## src/rtl/servo_pwm_drive.sv

```systemverilog
`default_nettype none
// ============================================================================
//  Module      : servo_pwm_drive
//  Description : Converts the signed PID output into a PWM magnitude and an
//                H-bridge direction bit. Every direction reversal is preceded
//                by one full zero-drive frame. Also issues the one-cycle
//                sample strobe that paces the PID, locked to the PWM frame.
//  Ports       : sclk        - system clock, rising edge
//                rst         - asynchronous active-high reset
//                en          - drive enable; low idles the drive
//                u           - signed controller output (two's complement)
//                pwm         - registered PWM drive
//                dir         - registered direction (1 = negative u)
//                sample_tick - one-cycle pulse, feeds PID enable
//                duty        - duty count applied in the current frame
//                sat         - applied duty was clipped to MAX_DUTY
//  Revision    : 1.0 - initial release
// ============================================================================
module servo_pwm_drive #(
    parameter int WIDTH     = 18,
    parameter int PERIOD    = 1000,
    parameter int CNT_WIDTH = 10,
    parameter int MAX_DUTY  = 950,
    parameter int SHIFT     = 0,
    parameter int TICK_DIV  = 1
) (
    input  logic                    sclk,
    input  logic                    rst,
    input  logic                    en,
    input  logic signed [WIDTH-1:0] u,
    output logic                    pwm,
    output logic                    dir,
    output logic                    sample_tick,
    output logic [CNT_WIDTH-1:0]    duty,
    output logic                    sat
);

    localparam int FC_W  = (TICK_DIV > 1) ? $clog2(TICK_DIV) : 1;
    // Compare width wide enough for both the scaled magnitude and MAX_DUTY.
    localparam int CMP_W = (WIDTH + 1 > CNT_WIDTH + 1) ? WIDTH + 1 : CNT_WIDTH + 1;

    localparam logic [CNT_WIDTH-1:0] C_LAST     = CNT_WIDTH'(PERIOD - 1);
    localparam logic [FC_W-1:0]      C_FC_LAST  = FC_W'(TICK_DIV - 1);
    localparam logic [CMP_W-1:0]     C_MAX_CMP  = CMP_W'(MAX_DUTY);
    localparam logic [CNT_WIDTH-1:0] C_MAX_DUTY = CNT_WIDTH'(MAX_DUTY);

    localparam logic [0:0] ST_RUN  = 1'b0;
    localparam logic [0:0] ST_DEAD = 1'b1;

    logic [CNT_WIDTH-1:0] r_cnt;
    logic [FC_W-1:0]      r_frame_cnt;
    logic [0:0]           r_state;
    logic [CNT_WIDTH-1:0] r_duty;
    logic                 r_dir;
    logic                 r_sat;
    logic                 r_pwm;

    logic                 w_boundary;
    logic [WIDTH:0]       w_u_ext;
    logic [WIDTH:0]       w_mag;
    logic [WIDTH:0]       w_scaled;
    logic [CMP_W-1:0]     w_scaled_cmp;
    logic                 w_new_sat;
    logic [CNT_WIDTH-1:0] w_new_duty;
    logic                 w_new_dir;

    logic [CNT_WIDTH-1:0] w_cnt_nxt;
    logic [FC_W-1:0]      w_fc_nxt;
    logic [0:0]           w_state_nxt;
    logic [CNT_WIDTH-1:0] w_duty_nxt;
    logic                 w_dir_nxt;
    logic                 w_sat_nxt;
    logic                 w_pwm_nxt;

    assign w_boundary = (r_cnt == C_LAST);

    // Magnitude one bit wider than u so the most negative input does not wrap.
    assign w_u_ext      = {u[WIDTH-1], u};
    assign w_mag        = w_u_ext[WIDTH] ? ((WIDTH + 1)'(0) - w_u_ext) : w_u_ext;
    assign w_scaled     = w_mag >> SHIFT;
    assign w_scaled_cmp = CMP_W'(w_scaled);
    assign w_new_sat    = (w_scaled_cmp > C_MAX_CMP);
    assign w_new_duty   = w_new_sat ? C_MAX_DUTY : w_scaled_cmp[CNT_WIDTH-1:0];
    assign w_new_dir    = u[WIDTH-1];

    always_comb begin
        w_cnt_nxt   = w_boundary ? '0 : r_cnt + CNT_WIDTH'(1);
        w_fc_nxt    = r_frame_cnt;
        w_state_nxt = r_state;
        w_duty_nxt  = r_duty;
        w_dir_nxt   = r_dir;
        w_sat_nxt   = r_sat;

        if (w_boundary) begin
            w_fc_nxt = (r_frame_cnt == C_FC_LAST) ? '0 : r_frame_cnt + FC_W'(1);
            if (!en) begin
                // Disabled: idle the drive but keep the last direction.
                w_duty_nxt  = '0;
                w_sat_nxt   = 1'b0;
                w_state_nxt = ST_RUN;
            end else begin
                case (r_state)
                    ST_RUN: begin
                        if (w_new_dir == r_dir) begin
                            w_duty_nxt = w_new_duty;
                            w_sat_nxt  = w_new_sat;
                        end else begin
                            // Reversal requested: spend one frame at zero drive.
                            w_duty_nxt  = '0;
                            w_sat_nxt   = 1'b0;
                            w_state_nxt = ST_DEAD;
                        end
                    end
                    default: begin
                        // Re-sample the target; if u swung back, dir is unchanged.
                        w_dir_nxt   = w_new_dir;
                        w_duty_nxt  = w_new_duty;
                        w_sat_nxt   = w_new_sat;
                        w_state_nxt = ST_RUN;
                    end
                endcase
            end
        end

        // pwm is registered, so it is computed from next-cycle count and duty.
        w_pwm_nxt = en && (w_state_nxt == ST_RUN) && (w_cnt_nxt < w_duty_nxt);
    end

    always_ff @(posedge sclk or posedge rst) begin
        if (rst) begin
            r_cnt       <= '0;
            r_frame_cnt <= '0;
            r_state     <= ST_RUN;
            r_duty      <= '0;
            r_dir       <= 1'b0;
            r_sat       <= 1'b0;
            r_pwm       <= 1'b0;
        end else begin
            r_cnt       <= w_cnt_nxt;
            r_frame_cnt <= w_fc_nxt;
            r_state     <= w_state_nxt;
            r_duty      <= w_duty_nxt;
            r_dir       <= w_dir_nxt;
            r_sat       <= w_sat_nxt;
            r_pwm       <= w_pwm_nxt;
        end
    end

    // Decoded from registers only, so it clears as soon as reset clears them.
    assign sample_tick = w_boundary && (r_frame_cnt == C_FC_LAST);
    assign pwm         = r_pwm;
    assign dir         = r_dir;
    assign duty        = r_duty;
    assign sat         = r_sat;

endmodule
`default_nettype wire

```

## config.mk

```make
export PLATFORM = sky130hd
export DESIGN_NAME = servo_pwm_drive
export DESIGN_NICKNAME = d
export VERILOG_FILES = /design/src/rtl/servo_pwm_drive.sv
export SDC_FILE = /design/constraint.sdc
export NUM_CORES = 1
export LEC_CHECK = 0
export ABC_AREA = 1
export CORE_ASPECT_RATIO = 1.4
export CORE_UTILIZATION = 44
export DETAILED_ROUTE_END_ITERATION = 10
export PLACE_DENSITY = 0.73
export RECOVER_POWER = 25
export SKIP_LAST_GASP = 1
export SYNTH_ARGS = -nofsm -noshare
export SYNTH_HDL_FRONTEND = slang
export SYNTH_SLANG_ARGS = --single-unit
```

## constraint.sdc

```tcl
create_clock -name sclk -period 3.2 [get_ports sclk]
set_clock_uncertainty 0.2 [all_clocks]
set_input_delay 0.48 -clock sclk [delete_from_list [all_inputs] [get_ports sclk]]
set_output_delay 0.48 -clock sclk [all_outputs]
set_load 0.01 [all_outputs]
```

After elaboration in Yosys (flattened, before gate mapping)

Cells that the tools add are included.

Flip-flop bits (word level): 25
Bits in latches: 0
RAM bits: 0
Bits in read-only memories: 0
Input port bits: 21
Output and inout port bits: 14
Logic and storage cells: 35
Memories: 0

$add $sub $neg: 3
Multipliers: 0
Divide/modulo/power cells: 0
Magnitude comparators: 2
Eq/ne operators: 2
Shift-type cells: 0
Multiplexer cells: 15
Bitwise operators: 2
Reductions and logical operators: 4

Operator list:

| operator                                              | count |
|---|---|
| 2-to-1 mux 10 bit                                     | 6 |
| > comparator 19 x 10 -> 1 bit (second input constant) | 1 |
| 2-to-1 mux 19 bit                                     | 1 |
| subtractor 1 x 18 -> 19 bit (first input constant)    | 1 |
| adder 10 x 1 -> 10 bit (second input constant)        | 1 |
| == test 10 bit (second input constant)                | 1 |
| < comparator 10 bit                                   | 1 |
| 2-to-1 mux 1 bit                                      | 8 |
| logical AND 1 bit                                     | 3 |
| AND reduction 3 bit                                   | 1 |
| NOT 1 bit                                             | 2 |
| adder 1 bit (second input constant)                   | 1 |
| == test 1 bit                                         | 1 |

Depth between registers and ports, before layout

Depth after elaboration: 10
Gate-level depth with buffers: 25
Mapped depth without buffers: 25

Least setup slack after synthesis

No wires, ideal clock.

Path type: in2reg
Start point: input u[0]
End point: register r_pwm, in the netlist pwm
Setup time: 73 ps
Arrival time: 2,652 ps
Required time: 2,927 ps
Setup slack: 274 ps
Cell stages on the path: 20
Buffers on the path: 0
Cells stage by stage: inv_2 ha_1 nand2_1 nor2_1 nand3_1 nand3_1 nand2_1 nor2_1 nand2_1 nor2_2 nand2_1 inv_2 nor2_2 nor2_1 ha_1 a211oi_1 o21ai_0 nor2_1 o21ai_0 a21oi_2

Longest elaborated chain between the ends: 10

Ends and longest elaborated chain:

| what                          | line | text |
|---|---|---|
| start, declared               | 30   | `input logic signed [WIDTH-1:0] u,` |
| subtractor 1 x 18 -> 19 bit   | 79   | `assign w_mag = w_u_ext[WIDTH] ? ((WIDTH + 1)'(0) - w_u_ext) : w_u_ext;` |
| 2-to-1 mux 19 bit *           | 79   |  |
| > comparator 19 x 10 -> 1 bit | 82   | `assign w_new_sat = (w_scaled_cmp > C_MAX_CMP);` |
| 2-to-1 mux 10 bit *           | 83   | `assign w_new_duty = w_new_sat ? C_MAX_DUTY : w_scaled_cmp[CNT_WIDTH-1:0];` |
| 2-to-1 mux 10 bit             | 104  | `if (w_new_dir == r_dir) begin` |
| 2-to-1 mux 10 bit *           | 102  | `case (r_state)` |
| 2-to-1 mux 10 bit *           | 96   | `if (!en) begin` |
| 2-to-1 mux 10 bit *           | 94   | `if (w_boundary) begin` |
| < comparator 10 bit *         | 126  | `w_pwm_nxt = en && (w_state_nxt == ST_RUN) && (w_cnt_nxt < w_duty_nxt);` |
| logical AND 1 bit *           | 126  |  |
| via w_pwm_nxt                 | 73   | `logic w_pwm_nxt;` |
| end signal, assigned          | 145  | `r_pwm <= w_pwm_nxt;` |
| end, declared                 | 56   | `logic r_pwm;` |

Mark *: on every way through the listed nets, which the timed path passes. The rest lies on a longest branch.
A chain may end at the register's enable or synchronous reset.

Final worst setup path

Start point: input u[13]
End point: register r_pwm, in the netlist pwm

Longest elaborated chain between the ends: 10

Ends and longest elaborated chain:

| what                            | line |
|---|---|
| subtractor 1 x 18 -> 19 bit     | 79 |
| 2-to-1 mux 19 bit *             | 79 |
| > comparator 19 x 10 -> 1 bit * | 82 |
| 2-to-1 mux 10 bit *             | 83 |
| 2-to-1 mux 10 bit               | 104 |
| 2-to-1 mux 10 bit *             | 102 |
| 2-to-1 mux 10 bit *             | 96 |
| 2-to-1 mux 10 bit *             | 94 |
| < comparator 10 bit *           | 126 |
| logical AND 1 bit *             | 126 |
| via w_pwm_nxt                   | 73 |

Marks and branches as above.

==> flow_summary.rst <==
.. list-table::
   :header-rows: 1

   * - Metric
     - Value
   * - Post-synth ARST share
     - 1.000
   * - Hold violation total from the final report
     - 0
   * - Antenna violations before repair
     - 0
   * - Post-synth net total
     - 344
   * - Cell taking the most area after synthesis
     - dfrtp_1
   * - Cells after Synth
     - 312
   * - Total of flip-flops plus latches after synthesis
     - 24
   * - Gr usage total
     - 0.2227
   * - Top cell by count, worst path
     - nand2_1
   * - Kind of end point of the critical path
     - flip-flop
   * - Area of the placeable core
     - 4239 µm²
   * - Number of H-tree levels
     - 1
   * - Clock sink total
     - 24
   * - Max stage delay cell, worst path
     - clkdlybuf4s50_1
   * - Number of detailed-routing iterations run before antenna repair
     - 4
   * - Placed cell count
     - 444
   * - Layout overhead on the synthesized area
     - 45.27%
   * - DIE WIDTH
     - 58.40 µm
   * - Count of distinct cell types in the synthesized netlist
     - 27
   * - Arrival time of data at the critical path endpoint
     - 2920 ps
   * - Number of vias per cell after detailed routing
     - 4.848
   * - Root buf cell
     - clkbuf_8
   * - Period utilisation layout
     - 0.9265
   * - Pre-CTS setup slack
     - -469.0 ps
   * - Post-route ant nets
     - 0
   * - Sum of buffers and inverters on the critical path
     - 4
   * - Crit path cell chain
     - clkdlybuf4s50_1 > nor2_1 > nand2_1 > nor2_1 > nand2_1 > nand2_1 > nand2_1 > nand2_1 > nand2_1 > nor2_1 > nand2_1 > inv_2 > nand2_2 > inv_2 > nor2_4 > buf_4 > nor2_1 > ha_1 > a21oi_1 > o21a_1 > o21ai_1 > a21oi_2
   * - Fraction of final layout cells sized beyond drive strength 1
     - 0.2455
   * - Pins over their slew limit
     - 0
   * - Worst-skew pair later-pin latency
     - 270 ps
   * - Nets
     - 421
   * - Count of standard-cell rows
     - 28
   * - Worst-Margin Slew
     - 901.0 ps
   * - Die Area
     - 4728 µm²
   * - Maximum clock path buffer count
     - 2
   * - Slowest stage delay, CP
     - 450 ps
   * - Result of the run
     - finished, final reports clean
   * - Remaining global-route overflow
     - 0
   * - YS warnings
     - 0
   * - Global placer's final weighted congestion
     - 0.9244
   * - Clock period minus worst slack
     - 2965 ps
   * - Tightest hold margin
     - 283.2 ps
   * - PD cells
     - 218.3 nW/µm²
   * - Setup slack of the critical path after layout
     - 235.2 ps
   * - Y dimension of the die
     - 80.96 µm
   * - Leading cell types by total area after synthesis
     - dfrtp_1 31%, nand2_1 20%, nor2_1 8.6%
   * - Number of synthesized flops with an enable pin
     - 0
   * - Avg Inst Size Synth
     - 6.280 µm²
   * - Critical path class
     - in2reg
   * - CTS tree
     - built
   * - Element type at the critical path start
     - input port
   * - Combinational group share of total power
     - 0.233
   * - Share of the synthesized area in the top cell type
     - 0.3065
   * - Maximum clock frequency
     - 337.3 MHz
   * - Post-CTS setup buffers
     - 0
   * - Top-Level Pins
     - 35
   * - Wire length of the first global-routing pass
     - 7990 µm
   * - Pin count of the biggest net entering global routing
     - 25
   * - Number of maximum-capacitance violations
     - 0
   * - Kind of cell adding the most delay to the critical path
     - simple AND/OR/NAND/NOR gates
   * - Via count
     - 2167
   * - Most frequent cell after synthesis
     - nand2_1
   * - Placed wire-length estimate
     - 4081 µm
   * - Worst relative slew slack
     - 0.3987
   * - Number of buffers created by CTS
     - 3
   * - Residual DRC
     - 0
   * - Switching power total
     - 0.0001608 W
   * - Proportion of total power due to net switching
     - 0.2587
   * - Leading post-synthesis cells by instance count
     - 103 x nand2_1, 45 x nor2_1, 35 x inv_1
   * - Clock network fraction of total power
     - 0.279
   * - Post-synthesis cell area
     - 1959 µm²
   * - Sequential share of power
     - 0.488
   * - Crit path required time
     - 3160 ps
   * - Worst-path maximum fanout
     - 3
   * - Count of final setup violators
     - 0
   * - I/O Buffers
     - 34
   * - Vias in the first global route
     - 1962
   * - Routed wire length per instance
     - 11.19 µm
   * - Path class of the lowest-slack min-delay path
     - reg2reg
   * - Peak supply drop
     - 156.2 µV
   * - Final Routed Wirelength
     - 5003 µm
   * - Antenna fix cells
     - 0
   * - Reported leakage power
     - 1.609 nW
   * - Most used flip-flop cell after synthesis
     - dfrtp_1
   * - Starting density of the core
     - 0.4622
   * - Proportion of synthesized chip area in sequential cells
     - 0.3065
   * - Internal Dissipation
     - 0.0004607 W
   * - CTS clock-pin slew for the worst setup and hold paths
     - 80 ps
   * - Number of DRC markers after the initial detailed-route iteration
     - 60
   * - Finished Layout Cells
     - 447
==> flip-flops by register name, summed over array words and instances (netlist names) <==
register / count
duty: 10
r_cnt: 10
dir: 1
pwm: 1
r_state: 1
sat: 1
==> what timing repair did <==
item,in CTS,in global routing
hold buffers,0,0
endpoints found under the setup margin,1,1
gates resized for setup,14,28
pin swaps,4,9
==> worst register-to-register path, cell delays in order, from the launching register on <==
cell     delay (ps)
dfrtp_1         390
ha_1            180
nand2_1         120
nor4b_4         410
nand2_2         150
nor2_4          140
inv_2            90
a21oi_1         150
nand2_1         100
nand2_1         110
inv_2            40
ha_1            280
a21oi_1          70
o21a_1          180
o21ai_1         140
a21oi_2          40
==> power groups by stage <==
stage          sequential, W  clock, W  combinational (W)
2_1_floorplan       0.000309         0          0.0000599
3_3_place_gp        0.000309         0           0.000137
3_5_place_dp        0.000309         0           0.000139
4_1_cts             0.000303  0.000178           0.000140
5_1_grt             0.000303  0.000193           0.000162
6_report            0.000303  0.000174           0.000145
==> metrics by stage <==
stage / instance area (µm²) / total power (W) / TNS, ps / util
2_1_floorplan: 1959 / 0.0003690 / 0 / -
3_3_place_gp: 2684 / 0.0004458 / -416.9 / 0.6331
3_5_place_dp: 2684 / 0.0004475 / -469.0 / 0.6331
4_1_cts: 2765 / 0.0006217 / 0 / 0.6523
5_1_grt: 2846 / 0.0006577 / -24.29 / 0.6715
6_report: 2846 / 0.0006215 / 0 / 0.6715
==> final timing paths <==
check,start,endpoint,slack [ps],depth (start not counted)
max,u[13],pwm,240,22
min,sat,sat,280,2
max reg2reg,r_cnt[0],pwm,330,15
min reg2reg,sat,sat,280,2
max in group asynchronous,rst,sat,1600,2
min in group asynchronous,rst,r_cnt[1],630,2
==> logic make-up after synthesis <==
| kind of cell | count (synthesis) | synth area share |
|---|---|---|
| multiplexers | 1 | 0.005747 |
| AND/OR/NAND/NOR | 194 | 0.4278 |
| buffers and inverters | 55 | 0.1073 |
| XOR/XNOR | 4 | 0.01788 |
| flip-flops | 24 | 0.3065 |
| AO/OA/AOI/OAI | 23 | 0.06449 |
| adder cells (fa/ha/maj) | 11 | 0.07024 |
==> metal layers <==
metal  wire length [µm]  GRT usage  part of all wire
met1               1908     0.2187              0.38
met2               2846     0.4506              0.57
met3                 89    0.01433             0.018
met4                159     0.1167             0.032
met5                  0          0                 0
==> cells in the final DEF (no fill, tap or decap), drive strengths merged <==
| cell | netlist | final |
|---|---|---|
| mux2 | 1 | 1 |
| ha | 11 | 11 |
| nor3b | 1 | 1 |
| a21oi | 8 | 8 |
| inv | 51 | 51 |
| nand3b | 2 | 2 |
| a211oi | 1 | 1 |
| nand4 | 2 | 2 |
| o21ai | 11 | 11 |
| dlymetal6s2s | 0 | 10 |
| clkbuf | 1 | 3 |
| nand3 | 25 | 25 |
| nor3 | 8 | 8 |
| nor4b | 1 | 1 |
| dfrtp | 24 | 24 |
| dlygate4sd3 | 0 | 1 |
| nor2 | 49 | 49 |
| o21a | 1 | 1 |
| buf | 3 | 42 |
| clkdlybuf4s15 | 0 | 1 |
| nand2 | 106 | 106 |
| clkdlybuf4s50 | 0 | 22 |
| xor2 | 4 | 4 |
| a31oi | 2 | 2 |
==> layout make-up <==
class / instances / area, µm²
fillers: 370 / 1393
inverters: 51 / 191.4
clock buffers: 3 / 41.29
well taps: 60 / 75.07
multi-input cells: 233 / 1241
repair buffers: 76 / 696.9
flip-flops and latches: 24 / 600.6
Note: power is estimated with default switching activity, not from simulation.
